==> config.mk <==
export PLATFORM = sky130hd
export DESIGN_NAME = atm_keypad_frontend
export DESIGN_NICKNAME = d
export VERILOG_FILES = /design/src/rtl/atm_pkg.sv /design/src/rtl/key_debouncer.sv /design/src/rtl/atm_keypad_frontend.sv
export SDC_FILE = /design/constraint.sdc
export NUM_CORES = 1
export LEC_CHECK = 0
export CELL_PAD_IN_SITES_DETAIL_PLACEMENT = 1
export CELL_PAD_IN_SITES_GLOBAL_PLACEMENT = 2
export CORE_MARGIN = 10
export CORE_UTILIZATION = 33
export CTS_CLUSTER_DIAMETER = 60
export DETAILED_ROUTE_END_ITERATION = 6
export HOLD_SLACK_MARGIN = 0.08
export PLACE_DENSITY_LB_ADDON = 0.1
export SYNTH_ARGS = -nofsm -noshare
export SYNTH_HDL_FRONTEND = slang
export SYNTH_SLANG_ARGS = --single-unit
export TNS_END_PERCENT = 30
==> constraint.sdc <==
create_clock -name clk -period 2.99 [get_ports clk]
set_input_delay 0.598 -clock clk [delete_from_list [all_inputs] [get_ports clk]]
set_output_delay 0.598 -clock clk [all_outputs]
set_load 0.02 [all_outputs]
==> src/rtl/atm_pkg.sv <==
// Shared definitions for the ATM keypad front-end: key codes, entry modes,
// front-end state encoding, and the decimal accumulate step.
// Latency: n/a (constants and a pure function). Backpressure: n/a.
package atm_pkg;

   // Key codes above KEY_MAX_DIGIT that carry a meaning; 13-15 are dropped.
   localparam logic [3:0] KEY_MAX_DIGIT = 4'd9;
   localparam logic [3:0] KEY_ENTER     = 4'd10;
   localparam logic [3:0] KEY_CLEAR     = 4'd11;
   localparam logic [3:0] KEY_CANCEL    = 4'd12;

   // Entry mode as presented on the mode input.
   localparam logic MODE_PIN    = 1'b0;
   localparam logic MODE_AMOUNT = 1'b1;

   // Front-end state. HOLD parks the block after a completed or cancelled
   // entry until the session is dropped.
   typedef enum logic [1:0] {
      ST_IDLE   = 2'd0,
      ST_PIN    = 2'd1,
      ST_AMOUNT = 2'd2,
      ST_HOLD   = 2'd3
   } state_t;

   // acc*10 + d, built from two shifts so no multiplier is inferred.
   // Wraps modulo 2^32; the digit limit keeps real entries below that.
   function automatic logic [31:0] acc_mul10_add(input logic [31:0] acc,
                                                 input logic [3:0]  d);
      return (acc << 3) + (acc << 1) + {28'd0, d};
   endfunction

endpackage

==> src/rtl/key_debouncer.sv <==
// Debounces a raw keypad level into one event per physical press.
// Latency: event registered on the DEBOUNCE_CYCLES-th stable press sample.
// Backpressure: none; the event is a one-cycle pulse that must be consumed.
//
// Ports:
//   clk, rst          clock, synchronous active-high reset
//   key_pressed       raw key-down level (may bounce)
//   key_code          raw key identity, must be stable alongside the level
//   key_evt           one-cycle pulse per accepted press
//   key_evt_code      code of the accepted press, valid with key_evt
module key_debouncer #(
   parameter int DEBOUNCE_CYCLES = 4
) (
   input  logic       clk,
   input  logic       rst,
   input  logic       key_pressed,
   input  logic [3:0] key_code,
   output logic       key_evt,
   output logic [3:0] key_evt_code
);

   localparam int             CW       = $clog2(DEBOUNCE_CYCLES + 1);
   localparam logic [CW-1:0]  CNT_ONE  = CW'(1);
   localparam logic [CW-1:0]  CNT_LAST = CW'(DEBOUNCE_CYCLES - 1);

   // held=0: waiting for a stable press; held=1: waiting for a stable release.
   logic          held;
   logic [CW-1:0] cnt;
   logic [3:0]    cand_code;

   always_ff @(posedge clk) begin
      if (rst) begin
         held         <= 1'b0;
         cnt          <= '0;
         cand_code    <= '0;
         key_evt      <= 1'b0;
         key_evt_code <= '0;
      end else begin
         key_evt <= 1'b0;
         if (!held) begin
            if (!key_pressed) begin
               cnt <= '0;
            end else if (cnt == '0 || key_code != cand_code) begin
               // First sample of a press, or the code moved under a held
               // key: this sample starts a fresh run for the new code.
               cnt       <= CNT_ONE;
               cand_code <= key_code;
            end else if (cnt == CNT_LAST) begin
               key_evt      <= 1'b1;
               key_evt_code <= cand_code;
               held         <= 1'b1;
               cnt          <= '0;
            end else begin
               cnt <= cnt + CNT_ONE;
            end
         end else begin
            // Any high sample during release restarts the release run.
            if (key_pressed) begin
               cnt <= '0;
            end else if (cnt == CNT_LAST) begin
               held <= 1'b0;
               cnt  <= '0;
            end else begin
               cnt <= cnt + CNT_ONE;
            end
         end
      end
   end

endmodule

==> src/rtl/atm_keypad_frontend.sv <==
// Keypad front-end: debounced keys become PIN digit strobes or a binary amount.
// Latency: DEBOUNCE_CYCLES+1 edges from the first stable press sample to a strobe.
// Backpressure: none; all strobes are one-cycle pulses into the controller.
//
// Ports:
//   clk, rst                clock, synchronous active-high reset
//   key_pressed, key_code   raw keypad level and key identity
//   enable                  session active; low forces IDLE
//   mode                    0 = PIN entry, 1 = amount entry
//   digito_stb, digito      PIN digit strobe and held digit value
//   monto_stb, monto        amount strobe and held binary amount
//   cancel_stb              accepted CANCEL
//   entry_error             rejected key
//   digit_count             digits held in the current entry
module atm_keypad_frontend
   import atm_pkg::*;
#(
   parameter int DEBOUNCE_CYCLES   = 4,
   parameter int PIN_DIGITS        = 4,
   parameter int MAX_AMOUNT_DIGITS = 9
) (
   input  logic        clk,
   input  logic        rst,
   input  logic        key_pressed,
   input  logic [3:0]  key_code,
   input  logic        enable,
   input  logic        mode,
   output logic        digito_stb,
   output logic [3:0]  digito,
   output logic        monto_stb,
   output logic [31:0] monto,
   output logic        cancel_stb,
   output logic        entry_error,
   output logic [3:0]  digit_count
);

   localparam logic [3:0] PIN_LIM = 4'(PIN_DIGITS);
   localparam logic [3:0] AMT_LIM = 4'(MAX_AMOUNT_DIGITS);

   logic        key_evt;
   logic [3:0]  key_evt_code;
   state_t      state;
   logic [31:0] acc;

   logic        is_digit;
   logic        mode_changed;

   key_debouncer #(
      .DEBOUNCE_CYCLES (DEBOUNCE_CYCLES)
   ) u_debouncer (
      .clk          (clk),
      .rst          (rst),
      .key_pressed  (key_pressed),
      .key_code     (key_code),
      .key_evt      (key_evt),
      .key_evt_code (key_evt_code)
   );

   assign is_digit     = (key_evt_code <= KEY_MAX_DIGIT);
   // Only meaningful in PIN/AMOUNT: the requested mode differs from the
   // entry state we are in.
   assign mode_changed = ((mode == MODE_AMOUNT) != (state == ST_AMOUNT));

   always_ff @(posedge clk) begin
      if (rst) begin
         state       <= ST_IDLE;
         acc         <= '0;
         digit_count <= '0;
         digito_stb  <= 1'b0;
         digito      <= '0;
         monto_stb   <= 1'b0;
         monto       <= '0;
         cancel_stb  <= 1'b0;
         entry_error <= 1'b0;
      end else begin
         digito_stb  <= 1'b0;
         monto_stb   <= 1'b0;
         cancel_stb  <= 1'b0;
         entry_error <= 1'b0;

         if (!enable) begin
            // Session drop wins over any key event this cycle.
            state       <= ST_IDLE;
            acc         <= '0;
            digit_count <= '0;
         end else begin
            case (state)
               ST_IDLE: begin
                  state       <= (mode == MODE_AMOUNT) ? ST_AMOUNT : ST_PIN;
                  acc         <= '0;
                  digit_count <= '0;
               end

               ST_HOLD: begin
                  acc         <= '0;
                  digit_count <= '0;
               end

               ST_PIN, ST_AMOUNT: begin
                  if (mode_changed) begin
                     // Switch entry type; a key landing in this cycle is lost.
                     state       <= (mode == MODE_AMOUNT) ? ST_AMOUNT : ST_PIN;
                     acc         <= '0;
                     digit_count <= '0;
                  end else if (key_evt) begin
                     if (key_evt_code == KEY_CANCEL) begin
                        cancel_stb  <= 1'b1;
                        acc         <= '0;
                        digit_count <= '0;
                        state       <= ST_HOLD;
                     end else if (state == ST_PIN) begin
                        if (is_digit) begin
                           if (digit_count < PIN_LIM) begin
                              digito_stb  <= 1'b1;
                              digito      <= key_evt_code;
                              digit_count <= digit_count + 4'd1;
                           end else begin
                              entry_error <= 1'b1;
                           end
                        end else if (key_evt_code == KEY_CLEAR) begin
                           digit_count <= '0;
                        end
                        // ENTER and codes 13-15 have no effect in PIN entry.
                     end else begin
                        if (is_digit) begin
                           if (acc == '0 && key_evt_code == 4'd0) begin
                              // Leading zero: not a significant digit.
                           end else if (digit_count >= AMT_LIM) begin
                              entry_error <= 1'b1;
                           end else begin
                              acc         <= acc_mul10_add(acc, key_evt_code);
                              digit_count <= digit_count + 4'd1;
                           end
                        end else if (key_evt_code == KEY_ENTER) begin
                           if (acc != '0) begin
                              monto       <= acc;
                              monto_stb   <= 1'b1;
                              acc         <= '0;
                              digit_count <= '0;
                              state       <= ST_HOLD;
                           end else begin
                              entry_error <= 1'b1;
                           end
                        end else if (key_evt_code == KEY_CLEAR) begin
                           acc         <= '0;
                           digit_count <= '0;
                        end
                        // Codes 13-15 are dropped.
                     end
                  end
               end

               default: state <= ST_IDLE;
            endcase
         end
      end
   end

endmodule

; ---- Yosys cells after proc, flatten, opt, wreduce, memory -nomap -nowiden
; Cells that the tools add are included.
[word_totals]
mem_bits_rw = 0
rom_bits = 0
word_cells = 131
inputBits = 9
latchBits = 0
register_bits = 91
memories = 0
output_inout_bits = 44
[op_classes]
order_cmp = 3
n_shift = 0
n_addsub = 4
n_eq_ne = 22
reduce_logical = 23
multipliers = 0
mux = 55
div = 0
bitwise = 10
[ops]
columns = operator, n
row1 = 2-to-1 mux 32 bit, 10
row2 = case mux 32 bit (2 select lines), 1
row3 = 2-to-1 mux 4 bit, 12
row4 = adder 32 bit, 1
row5 = adder 32 x 4 -> 32 bit, 1
row6 = logical NOT 32 bit, 1
row7 = nonzero test 32 bit, 1
row8 = "inequality test 6 bit, second input constant", 5
row9 = 2-to-1 mux 1 bit, 17
row10 = 2-to-1 mux 2 bit, 8
row11 = "inequality test 4 bit, second input constant", 4
row12 = 2-to-1 mux 3 bit, 5
row13 = "== test 4 bit, second input constant", 3
row14 = AND reduction 6 bit, 2
row15 = "inequality test 5 bit, second input constant", 2
row16 = inverter 1 bit, 10
row17 = AND reduction 9 bit, 1
row18 = OR reduction 9 bit, 1
row19 = case mux 4 bit (2 select lines), 1
row20 = AND reduction 8 bit, 1
row21 = OR reduction 2 bit, 4
row22 = OR reduction 8 bit, 1
row23 = "inequality test 7 bit, second input constant", 1
row24 = OR reduction 6 bit, 1
row25 = other kinds (22), 23

; ---- Longest topological paths before layout
[depth]
depth_word = 10
ltp_mapped = 14
mapped_depth_nobuf = 13

; ---- Modules after synthesis
; Synthesis repeated with hierarchy kept, for this count alone.
[hier_totals]
hier_cells = 667
area_unflattened_um2 = 5738.0
[by_module_without_submodules]
columns = module, seq_area_each_um2, area_each_um2, n_inst, cells_per_inst
row1 = atm_keypad_frontend, 1561.5, 5131.2, 1, 596
row2 = key_debouncer, 260.2, 606.8, 1, 71

; ---- Least setup slack after synthesis
; Ideal clock, no wire load.
[synth_timing]
path_kind = reg2reg
start = register u_debouncer.key_evt_code[3]
end = register acc[22]
t_required_ns = 2.873
slack_ns = -0.241
setup_time_ns = 0.117
stages_incl_launch_ff = 15
t_arrival_ns = 3.114
synth_period_minus_slack_ns = 3.231
n_path_buf = 1
path_cell_list = dfxtp_1 buf_4 inv_2 fa_1 inv_1 fa_1 a21oi_1 o21bai_1 nor4_2 nor3_1 o211ai_2 a21boi_1 o21a_1 or3_1 a32o_1
[synth_between]
elab_chain_cells = 9
elab_cells_between_ends = 22
cone_classes = add/sub (1) / order compare (1) / eq/ne (8) / mux (9) / reduce/logical (3)
[synth_lines]
columns = item, line_no
row1 = "start, declared", key_debouncer.sv:19  ; output logic [3:0] key_evt_code
row2 = "start signal, assigned", key_debouncer.sv:50  ; key_evt_code <= cand_code;
row3 = adder 32 x 4 -> 32 bit, atm_pkg.sv:29  ; return (acc << 3) + (acc << 1) + {28'd0, d};
row4 = 2-to-1 mux 32 bit, atm_keypad_frontend.sv:128  ; end else if (digit_count >= AMT_LIM) begin
row5 = 2-to-1 mux 32 bit, atm_keypad_frontend.sv:126  ; if (acc == '0 && key_evt_code == 4'd0) begin
row6 = 2-to-1 mux 32 bit, atm_keypad_frontend.sv:125  ; if (is_digit) begin
row7 = 2-to-1 mux 32 bit, atm_keypad_frontend.sv:111  ; end else if (state == ST_PIN) begin
row8 = 2-to-1 mux 32 bit, atm_keypad_frontend.sv:106  ; if (key_evt_code == KEY_CANCEL) begin
row9 = 2-to-1 mux 32 bit, atm_keypad_frontend.sv:105  ; end else if (key_evt) begin
row10 = 2-to-1 mux 32 bit, atm_keypad_frontend.sv:100  ; if (mode_changed) begin
row11 = case mux 32 bit (2 select lines), atm_keypad_frontend.sv:87  ; case (state)
row12 = "end signal, assigned", atm_keypad_frontend.sv:131  ; acc <= acc_mul10_add(acc, key_evt_code);
row13 = "end, declared", atm_keypad_frontend.sv:43  ; logic [31:0] acc;
; Parallel ways exist; a longest one is shown, timed or not. The select of a mux whose other input is x is not followed.
; A chain may end at the register's enable or synchronous reset.

; ---- Worst setup path in the final report
[layout_timing]
start = register acc[2]
end = register acc[22]
[layout_between]
elab_chain_cells = 10
elab_cells_between_ends = 16
cone_classes = add/sub (2) / eq/ne (2) / mux (8) / reduce/logical (4)
[layout_lines]
columns = item, line_no
row1 = adder 32 bit, atm_pkg.sv:29
row2 = adder 32 x 4 -> 32 bit, atm_pkg.sv:29
row3 = 2-to-1 mux 32 bit, atm_keypad_frontend.sv:128
row4 = 2-to-1 mux 32 bit, atm_keypad_frontend.sv:126
row5 = 2-to-1 mux 32 bit, atm_keypad_frontend.sv:125
row6 = 2-to-1 mux 32 bit, atm_keypad_frontend.sv:111
row7 = 2-to-1 mux 32 bit, atm_keypad_frontend.sv:106
row8 = 2-to-1 mux 32 bit, atm_keypad_frontend.sv:105
row9 = 2-to-1 mux 32 bit, atm_keypad_frontend.sv:100
row10 = case mux 32 bit (2 select lines), atm_keypad_frontend.sv:87
; Parallel ways exist; a longest one is shown, timed or not. The select of a mux whose other input is x is not followed.

==> run_results.csv <==
group,metric,value,unit
outcome,status,"finished with violations",
outcome,violations,"setup timing",
run,cap_violations,0,
placement,dp_cells,935,
detailed_routing,ant_nets,0,
detailed_routing,dr.pass1.iters,4,
placement,gp_congestion,0.874,
floorplan,rows,47,
placement,portBuffers,52,
global_route,antenna_found_initial,0,
global_route,overflow,0,
global_route,grt_pass1_wl,27.6,mm
worst_setup_path,crit_arrival,3.26,ns
global_route,grt_usage,14.9,%
detailed_routing,met3_length,510,um
sta,setup_viol,1,
worst_setup_path,timing.critical_path.buf_inv,2,
yosys,synth_edf_count,0,
worst_setup_path,path_cells,"inv_2 > fa_1 > inv_2 > fa_2 > a21oi_4 > o21bai_4 > nor4_4 > nor3_2 > o211ai_2 > a21boi_2 > o21a_1 > or3_1 > a32o_1",
floorplan,die_y,151,um
power,power_frac_comb,9.8,%
finish,area_growth,26.2,%
power,total_power,2.59,mW
detailed_routing,wl_met2,8.19,mm
detailed_routing,drc,0,
power,ir_worst_vdd,0.272,mV
worst_setup_path,required,3.25,ns
global_route,grt_max_degree,51,
sta,period_needed,3.00,ns
clocking,cts.sinks,91,
yosys,synth_area_leaders,"dfxtp_1, ha_1, mux2i_1, nor2_1, a21oi_1",
clocking,clk_path_buf_depth,2,
clocking,numCtsBuffers,9,
sta,holdWs,0.498,ns
worst_setup_path,crit_type,"flip-flop to flip-flop",
yosys,async_flop_share,0,%
power,swShare,27.3,%
sta,tightest_slew,0.577,ns
finish,final_cells,952,
detailed_routing,via_count,4951,
yosys,ys_seq_area_share,32.0,%
yosys,synth.distinct_cells,61,
detailed_routing,met1Wirelength,7.52,mm
yosys,syn_nets,718,
finish,final_cell_mix,"nor2_1, dfxtp_1, ha_1",
yosys,yosysTopAreaCellShare,32.0,%
placement,dp_hpwl,12.7,mm
floorplan,start_util,33.9,%
finish,drive_above_1_share,15.2,%
floorplan,core_area,0.0168,mm2
worst_setup_path,cpMaxStageDelayCell,"fa_1",
sta,relSlewSlack,61.1,%
worst_setup_path,start_kind,"flip-flop",
sta,max_freq,333,MHz
worst_setup_path,cpMostUsedCell,"inv_2",
power,leakage,3.08,nW
clocking,cts.htree.levels,3,
yosys,synth_flop_cell,"dfxtp_1",
worst_setup_path,critical_path.top_delay_family,"compound AO/OA/AOI/OAI gates",
detailed_routing,post_drt_wl_per_cell,17.4,um
power,p_int,1.88,mW
power,power_density,360,mW/mm2
finish,insertedDiodeCount,0,
sta,setup_ws,-0.0123,ns
yosys,syn-instance-count,638,
clocking,clk_latency,0.36,ns
detailed_routing,vias_per_cell,5.20,
clocking,cts_tree,"built",
clocking,cts.clk_slew.worst_paths,0.07,ns
sta,hold_viol,0,
power,p_seq_share,47.4,%
floorplan,design.die.area,0.0229,mm2
finish,nFillCells,1942,
sta,post-route-period-util,100,%
worst_setup_path,path_max_fanout,3,
worst_setup_path,max_stage_delay,0.55,ns
detailed_routing,drt_iter0_drc,196,
detailed_routing,drt_wl_total,16.6,mm
yosys,yosysWarnings,0,
min_path,hp-class,"flip-flop to flip-flop",
yosys,synthesis.area,0.00569,mm2
yosys,yosysTopAreaCell,"dfxtp_1",
finish,final_common_cell,"nor2_1",
clocking,cts_root_buf,"clkbuf_16",
global_route,first_global_vias,5423,
floorplan,io_pins,53,
worst_setup_path,worstSetupEndpointType,"flip-flop",
finish,final_nets,808,
yosys,ys_seq_elements,91,
yosys,avgSynthCellArea,8.92,um2
detailed_routing,routed.top_layer,"met4",
sta,fin_skew,0.0136,ns
floorplan,die_w,151,um
power,p_switching,0.705,mW
sta,grt_setup_unrepaired,"yes",
finish,final_util,42.8,%
power,power_frac_clock,42.8,%
sta,drv_slew,0,
==> tightest hold or removal path, stage by stage, from the launching register on <==
cell     delay (ns)
dfxtp_1        0.33
mux2i_1        0.07
nor2_1         0.07
==> metrics by stage <==
stage	area [um2]	setup TNS [ns]	setup slack (ns)
2_1_floorplan	5710	-0.136	-0.136
3_3_place_gp	6750	-3.36	-0.187
3_5_place_dp	6750	-4.01	-0.268
4_1_cts	7050	-0.0332	-0.0332
5_1_grt	7180	-1.37	-0.166
6_report	7180	-0.0123	-0.0123
==> power by group through the flow <==
stage / clock network (mW) / logic (mW) / registers (mW)
2_1_floorplan: 0 / 0.148 / 1.25
3_3_place_gp: 0 / 0.244 / 1.25
3_5_place_dp: 0 / 0.251 / 1.25
4_1_cts: 1.14 / 0.253 / 1.23
5_1_grt: 1.19 / 0.278 / 1.23
6_report: 1.11 / 0.253 / 1.23
==> final cells by class <==
class / instances / area (um2) / share of cell area [%]
flip-flops and latches: 91 / 1830 / 25.4
clock inverters: 6 / 46.3 / 0.645
clock buffers: 9 / 225 / 3.14
multi-input cells: 504 / 3800 / 52.9
well taps: 220 / 275 / 3.83
inverters: 17 / 66.3 / 0.924
repair buffers: 105 / 942 / 13.1
==> state kept, by name (all words and copies together) (netlist names) <==
register                  cells
acc                          32
monto                        32
digit_count                   4
digito                        4
u_debouncer.cand_code         4
u_debouncer.key_evt_code      4
u_debouncer.cnt               3
state                         2
cancel_stb                    1
digito_stb                    1
entry_error                   1
monto_stb                     1
u_debouncer.held              1
u_debouncer.key_evt           1
==> cells in the mapped netlist (12+ instances only) <==
library cell   n
mux2i_1       45
nor2_1        98
xor2_1        12
clkbuf_1      14
a21oi_1       45
dfxtp_1       91
inv_1         16
nand3_1       15
nor2b_1       12
ha_1          69
o21ai_0       16
nand2_1       40
xnor2_1       15
==> logic make-up after synthesis <==
family	after synthesis	synth area share [%]
xor+xnor	27	4.16
buf+inv	43	3.83
simple gates	224	19.6
fa+ha+maj	71	15.9
compound gates	137	16.6
flops	91	32.0
mux	45	7.92
==> final timing paths <==
| kind | to | startpoint | slack, ns | depth (start not counted) |
|---|---|---|---|---|
| setup / recovery | acc[22] | acc[2] | -0.01 | 13 |
| hold reg to reg | monto[14] | monto[14] | 0.50 | 2 |
| setup reg to reg | acc[22] | acc[2] | -0.01 | 13 |
| hold / removal | monto[14] | monto[14] | 0.50 | 2 |
==> timing repair <==
action	4_1_cts	5_1_grt
endpoints found under the setup margin	14	19
gates resized for setup	7	22
setup buffers	0	2
pin swaps	3	10
hold buffers	0	0
==> layer usage <==
metal,track usage [%],vias up
li1,-,2470
met1,17.7,2404
met3,2.18,23
met4,6.54,0
met5,0,-
met2,26.1,54
(Power assumes the default switching activity.)
